<file path="config.mk">
export PLATFORM = sky130hd
export DESIGN_NAME = fifo_wr_arb
export DESIGN_NICKNAME = d
export VERILOG_FILES = /design/src/rtl/fifo_arb_pkg.sv /design/src/rtl/fifo_rr_pick.sv /design/src/rtl/fifo_wr_arb.sv
export SDC_FILE = /design/constraint.sdc
export NUM_CORES = 1
export LEC_CHECK = 0
export CAP_MARGIN = 10
export CORE_MARGIN = 10
export CORE_UTILIZATION = 24
export CTS_CLUSTER_SIZE = 40
export DETAILED_ROUTE_END_ITERATION = 8
export PLACE_DENSITY = 0.88
export SLEW_MARGIN = 20
export SYNTH_ARGS = -nofsm -noshare
export SYNTH_HDL_FRONTEND = slang
export SYNTH_SLANG_ARGS = --single-unit
</file>
<file path="constraint.sdc">
create_clock -name clk -period 1.36 [get_ports clk]
set_input_delay 0.136 -clock clk [delete_from_list [all_inputs] [get_ports clk]]
set_output_delay 0.136 -clock clk [all_outputs]
set_load 0.02 [all_outputs]
</file>
<file path="src/rtl/fifo_arb_pkg.sv">
// Shared types and constants for the FIFO write/read arbiters.
// State encodings are fixed; 2'b11 is unused and recovers to idle.
package fifo_arb_pkg;

  localparam int DEF_DATA_WIDTH = 32;
  localparam int FIFO_DEPTH     = 8;
  localparam int FIFO_CNT_W     = 4;

  typedef enum logic [1:0] {
    ARB_IDLE = 2'b00,
    ARB_GNT  = 2'b01,
    ARB_RESP = 2'b10
  } arb_state_t;

endpackage

</file>
<file path="src/rtl/fifo_rr_pick.sv">
// Two-way round-robin picker, purely combinational (0 cycles).
// On a tie the requester that did not go last wins; no backpressure of its own.
module fifo_rr_pick (
  input  logic [1:0] req,
  input  logic       last,
  output logic       valid,
  output logic       idx
);

  assign valid = |req;
  assign idx   = (&req) ? ~last : req[1];

endmodule

</file>
<file path="src/rtl/fifo_wr_arb.sv">
// Round-robin arbiter for the FIFO write port: grant, transfer, response (3 cycles/write).
// `define FIFO_WR_ARB_FULL_BLOCK_EN to hold requesters off (no grant) while the FIFO is full.
module fifo_wr_arb
  import fifo_arb_pkg::*;
#(
  parameter int DATA_WIDTH = DEF_DATA_WIDTH
) (
  input  logic                  clk,
  input  logic                  reset,
  input  logic                  req0,
  input  logic [DATA_WIDTH-1:0] din0,
  input  logic                  req1,
  input  logic [DATA_WIDTH-1:0] din1,
  output logic                  gnt0,
  output logic                  gnt1,
  output logic                  ack0,
  output logic                  err0,
  output logic                  ack1,
  output logic                  err1,
  output logic                  fifo_wr_en,
  output logic [DATA_WIDTH-1:0] fifo_din,
  input  logic                  fifo_full,
  input  logic                  fifo_wr_ack,
  input  logic                  fifo_wr_err
);

  arb_state_t state, state_nxt;
  logic       owner, owner_nxt;
  logic       last, last_nxt;
  logic       pick_vld, pick_idx;
  logic       req_own;
  logic       start_ok;

  fifo_rr_pick u_pick (
    .req   ({req1, req0}),
    .last  (last),
    .valid (pick_vld),
    .idx   (pick_idx)
  );

  assign req_own = owner ? req1 : req0;

`ifdef FIFO_WR_ARB_FULL_BLOCK_EN
  assign start_ok = pick_vld & ~fifo_full;
`else
  logic unused_fifo_full;
  assign unused_fifo_full = fifo_full;
  assign start_ok         = pick_vld;
`endif

  always_ff @(posedge clk) begin
    if (reset) begin
      state <= ARB_IDLE;
      owner <= 1'b0;
      last  <= 1'b1;
    end else begin
      state <= state_nxt;
      owner <= owner_nxt;
      last  <= last_nxt;
    end
  end

  always_comb begin
    state_nxt  = state;
    owner_nxt  = owner;
    last_nxt   = last;
    gnt0       = 1'b0;
    gnt1       = 1'b0;
    ack0       = 1'b0;
    err0       = 1'b0;
    ack1       = 1'b0;
    err1       = 1'b0;
    fifo_wr_en = 1'b0;
    fifo_din   = '0;
    case (state)
      ARB_IDLE: begin
        if (start_ok) begin
          state_nxt = ARB_GNT;
          owner_nxt = pick_idx;
        end
      end
      ARB_GNT: begin
        gnt0       = ~owner;
        gnt1       = owner;
        fifo_wr_en = req_own;
        fifo_din   = owner ? din1 : din0;
        if (req_own) begin
          state_nxt = ARB_RESP;
          last_nxt  = owner;
        end else begin
          state_nxt = ARB_IDLE;
        end
      end
      ARB_RESP: begin
        // A missing ack counts as an error; ack is masked so ack/err never coincide.
        ack0      = ~owner & fifo_wr_ack & ~fifo_wr_err;
        err0      = ~owner & (fifo_wr_err | ~fifo_wr_ack);
        ack1      = owner & fifo_wr_ack & ~fifo_wr_err;
        err1      = owner & (fifo_wr_err | ~fifo_wr_ack);
        state_nxt = ARB_IDLE;
      end
      default: state_nxt = ARB_IDLE;
    endcase
  end

endmodule

</file>
Yosys cells after proc, flatten, opt, wreduce, memory -nomap -nowiden
Cells that the tools add are included.
Operators by class
  $mul: 0
  add/subtract/negate cells: 0
  reduce and logical (&&, ||, !) cells: 5
  equal/unequal tests: 3
  divide/modulo/power cells: 0
  $lt $le $gt $ge: 0
  shifts and indexed selects: 0
  muxes and demuxes: 14
  bitwise logic cells: 11
Operator list (count)
  32-bit two-way mux: 2
  1-bit two-way mux: 9
  1-bit bitwise AND: 6
  2-bit AND reduction: 3
  2-bit two-way mux: 2
  1-bit NOT: 4
  2-bit case mux with 2 select lines: 1
  2-bit by 1-bit == test with 1-bit output (second input constant): 1
  2-bit == test (second input constant): 1
  2-bit logical NOT: 1
  2-bit inequality test (second input constant): 1
  2-bit OR reduction: 1
  1-bit OR: 1
Storage, ports and cells
  bits in writable memories: 0
  ROM bits: 0
  input port bits: 71
  register bits: 4
  memories kept: 0
  latch bits: 0

Logic depth before layout (Yosys ltp)
Gate-level depths: netlist (run 1).
  depth in word-level cells: 4
  mapped depth: 4
  mapped depth without buffers: 2

Cells and area by module
A second synthesis (run 1) with hierarchy kept.
Second synthesis, totals
  cells, all modules: 102
  area, all modules: 738.2 um^2
By module, submodules not included
  fifo_wr_arb: instances 1, sequential area each 80.1 um^2, cells each 100, area each 724.4 um^2
  fifo_rr_pick: instances 1, sequential area each 0.0 um^2, cells each 2, area each 13.8 um^2

Worst setup path after synthesis (run 1)
No wires, ideal clock.
  kind: register to output
  from: reg owner
  to: out ack1
  buffers on the path: 1
  cell stages (with the launch flop): 4
  data arrival time: 1.119 ns
  data required time: 1.224 ns
  setup slack: 0.105 ns
  path through: dfxtp_1 buf_4 nand3b_1 nor3b_1
Between the ends
  cells in the longest elaborated chain, start to end: 3
RTL lines
  start: declaration: line fifo_wr_arb.sv:28  | logic owner, owner_nxt;
  start signal: assignment: line fifo_wr_arb.sv:58  | owner <= owner_nxt;
  1-bit bitwise AND (2 in series): line fifo_wr_arb.sv:98  | ack1 = owner & fifo_wr_ack & ~fifo_wr_err;
  1-bit two-way mux: line fifo_wr_arb.sv:75  | case (state)
  end: declaration: line fifo_wr_arb.sv:18  | output logic ack1,
Every way passes these cells.

Worst setup path in the final report (run 1)
  from: reg owner
  to: out fifo_din[10]
Between the ends
  cells in the longest elaborated chain, start to end: 2
RTL lines
  32-bit two-way mux: line fifo_wr_arb.sv:86  | fifo_din = owner ? din1 : din0;
  32-bit two-way mux: line fifo_wr_arb.sv:75
  end: declaration: line fifo_wr_arb.sv:21  | output logic [DATA_WIDTH-1:0] fifo_din,
Every way passes these cells.

==> PnR_summary.wiki, run 1 <==
{| class="wikitable"
! Metric !! Value
|-
| CP required || 1220 ps
|-
| Number of global-route vias before repair || 1181
|-
| Number of iterations in the first detailed-routing pass || 5
|-
| Crit-path cells || buf_12 -> buf_12 -> mux2i_2 -> nor2_1 -> buf_4
|-
| RSZ-0062 raised after global routing || yes
|-
| Filler cell count in the final layout || 294
|-
| Max Root-Sink Buffers || 2
|-
| Failing checks || setup timing
|-
| Adder-cell share of the synthesized area || 0%
|-
| Worst slack at placement || -350 ps
|-
| Tightest Pin Transition || 206 ps
|-
| Number of buffer cells added on primary ports || 108
|-
| Most used cell, CP || buf_12
|-
| Max H-tree Level || 1
|-
| Parity-gate share of the synthesized area counting xor and xnor cells || 0%
|-
| Area Overhead vs Synth || 165%
|-
| Largest family of logic cells by synthesized area || multiplexers
|-
| Sum of net half-perimeters after detailed placement || 3470 microns
|-
| Number of cells after detailed placement || 260
|-
| WS Path Type || reg -> out
|-
| TritonCTS clock tree || built
|-
| Reg power frac || 14.0%
|-
| Wire length of the first global-routing pass || 6150 microns
|-
| FMAX || 696 MHz
|-
| Mean instance size in the synthesized netlist || 7.42 sq um
|-
| Period Utilization, post-route || 106%
|-
| Antenna diodes || 0
|-
| Clock share of power || 14.0%
|-
| Crit. End Element || primary output
|-
| Minimum setup slack among reg-to-reg paths || 210 ps
|-
| Kind of start point of the critical path || flip-flop
|-
| Slowest Stage Delay on Critical Path || 410 ps
|-
| HP Class || reg -> reg
|-
| Logic depth of the worst register-to-register path || 4
|-
| Worst-path clk slew || 30 ps
|-
| Distinct cell type count of the synthesized netlist || 21
|-
| Flops & latches, synth || 4
|-
| Run status || complete, but fails checks
|-
| Fin cells || 267
|-
| Number of clock sinks || 4
|-
| Switching Share || 35.7%
|-
| Fin worst setup slack || -77.5 ps
|-
| Static leakage power || 0.868 nW
|-
| Final Setup Violations || 31
|-
| Critical path fanouts, max || 8
|-
| Num rows || 20
|-
| Synth Cell Area || 749 sq um
|-
| Worst hold path depth || 2
|-
| Leading cell types in the layout, fill and taps excluded || clkdlybuf4s50_1 (69), nor2_1 (36), mux2i_1 (27)
|-
| Areal power density over the cells || 515 mW/mm^2
|-
| Initial core utilization || 24.8%
|-
| Gate power share || 72.0%
|-
| Via density per instance || 4.36
|-
| Worst vdd rail ir drop || 0.393 mV
|-
| CP Launch Point || owner
|-
| Slowest cell on the critical path || dfxtp_4
|-
| Total net switching power || 0.366 mW
|-
| Final global-route overflow total || 0
|-
| Fraction of the mapped netlist area in compound gates || 6.01%
|-
| Worst endpoint data arrival time || 1300 ps
|-
| Area enclosed by the die boundary || 0.00576 sq mm
|-
| Max-cap violations || 0
|-
| Post-detailed-routing wire length || 4310 microns
|-
| GRT Total Usage || 13.9%
|-
| Most common cell after layout, fill and taps aside || clkdlybuf4s50_1
|-
| Number of failing hold endpoints at the final stage || 0
|-
| Worst hold endpoint || last
|-
| Final non-filler cell area || 0.00199 sq mm
|-
| CTS root buf || clkbuf_4
|-
| Number of DRC markers after the initial detailed-route iteration || 19
|-
| TritonCTS buffer count || 3
|-
| Number of antenna violations at the first check in global routing || 0
|-
| Synthesized netlist cell count || 101
|-
| Simple-gate area share of the yosys netlist || 29.4%
|-
| Area of the placeable core || 0.00303 sq mm
|-
| Mux share of post-synthesis cell area || 42.7%
|-
| Int Power || 0.658 mW
|-
| Routed length per instance || 16.1 microns
|-
| Number of ports placed on the die boundary || 110
|-
| Number of nets still failing antenna checks after routing || 0
|-
| Worst-skew pair later-pin latency || 230 ps
|-
| Launch point of the worst hold path || last
|-
| Time the final worst path needs with I/O delays and setup || 1440 ps
|-
| Maximum number of pins on one net before global-route repair || 28
|-
| Die height || 75.9 microns
|-
| DRC || 0
|-
| Number of synthesis warnings || 0
|-
| Vias after detailed routing || 1164
|-
| Max-Slew Margin vs Limit || 86.2%
|-
| Share of synthesized area occupied by flip-flops and latches || 10.7%
|-
| Ratio of cells with drive above 1 in the final layout || 33.6%
|-
| Number of pins with negative max-slew slack in the final report || 0
|-
| Net Count, Synth || 172
|-
| Horizontal extent of the die || 75.9 microns
|-
| Global placer's final weighted congestion || 0.807
|-
| Reg-to-reg startpoint || state[1]
|-
| Cell area reported after detailed placement || 0.00196 sq mm
|-
| Maximum clock skew at final layout || 0.638 ps
|-
| Capturing point of the worst reg2reg path || owner
|-
| Nets || 296
|}
==> power groups by stage <==
stage	combinational, mW	clock [mW]	sequential, mW
after global placement	0.708	0	0.139
after global routing	0.788	0.157	0.145
after floorplan	0.314	0	0.135
final	0.737	0.143	0.143
after detailed placement	0.718	0	0.139
after CTS	0.712	0.150	0.139
==> synth_stat cells <==
master | number | area [sq um]
mux2i_1 | 32 | 320
nor2_1 | 37 | 139
nor4_1 | 1 | 6.26
buf_2 | 1 | 5.00
nand2b_1 | 2 | 12.5
and3b_1 | 2 | 17.5
a21oi_1 | 2 | 10.0
a211oi_1 | 1 | 7.51
inv_1 | 2 | 7.51
nor3b_1 | 2 | 15.0
o221ai_1 | 1 | 8.76
o32ai_1 | 1 | 8.76
buf_4 | 2 | 15.0
and3_1 | 1 | 6.26
dfxtp_1 | 4 | 80.1
nand3b_1 | 1 | 7.51
nor2b_1 | 1 | 6.26
or3_1 | 1 | 6.26
buf_6 | 5 | 56.3
a21bo_2 | 1 | 10.0
nand2_1 | 1 | 3.75
==> worst max-delay path, delay by kind of cell, from the launching register on <==
| kind | cells | cell delay, ps |
|---|---|---|
| and+or+nand+nor | 1 | 60 |
| DFF | 1 | 410 |
| buffers and inverters | 3 | 390 |
| muxes | 1 | 200 |
==> worst max path at each step <==
stage	to	slack (ps)	cells past startpoint
global placement	ack0	-320	4
CTS	fifo_din[4]	-100	4
floorplan	ack1	100	3
finish	fifo_din[10]	-80	5
global route	fifo_din[10]	-150	5
detailed placement	ack0	-350	4
==> kinds of logic (layout without fill, tap and decap cells) <==
group | Yosys count | in the layout
multiplexers | 32 | 32
AO/OA/AOI/OAI | 6 | 6
flip-flops | 4 | 4
AND/OR/NAND/NOR | 49 | 49
buffers and inverters | 10 | 132
==> sequential cells by signal (all words and copies together) (netlist names) <==
signal / flops
owner: 1
last: 1
state: 2
==> stage by stage <==
step / utilization, % / TNS, ps / total power, mW / hold WS [ps]
2_1_floorplan: - / 0 / 0.448 / 213
3_3_place_gp: 64.8 / -6800 / 0.847 / 495
3_5_place_dp: 64.8 / -7490 / 0.857 / 505
4_1_cts: 63.2 / -1920 / 1.00 / 534
5_1_grt: 65.7 / -3140 / 1.09 / 558
6_report: 65.7 / -1100 / 1.02 / 534
==> final cells by class <==
class                           instances  area [sq um]  area share (%)
Timing Repair Buffer                  127          1170            58.8
Tap cell                               44          55.1            2.77
Clock buffer                            3          22.5            1.13
Sequential cell                         4          85.1            4.28
Inverter                                2          7.51           0.378
Multi-Input combinational cell         87           649            32.7
==> per-layer routing <==
metal / track usage [%] / up-vias / routed length [microns]
li1: - / 598 / -
met1: 13.6 / 527 / 1370
met2: 29.1 / 35 / 2660
met3: 2.60 / 4 / 256
met4: 2.47 / 0 / 23
met5: 0 / - / 0
==> repair_timing <==
action / in CTS / in global routing
pin swaps: 2 / 5
buffers inserted: 2 / 1
cloned: 2 / 0
gates resized for setup: 171 / 24
hold buffers: 0 / 0
setup endpoints to repair: 39 / 38
(Power assumes the default switching activity.)
==> run 2: changes to the inputs <==
- ABC_CLOCK_PERIOD_IN_PS: not set -> 1360
==> results of run 2 <==
No change in the layout: final DEF, timing and power equal those of run 1.
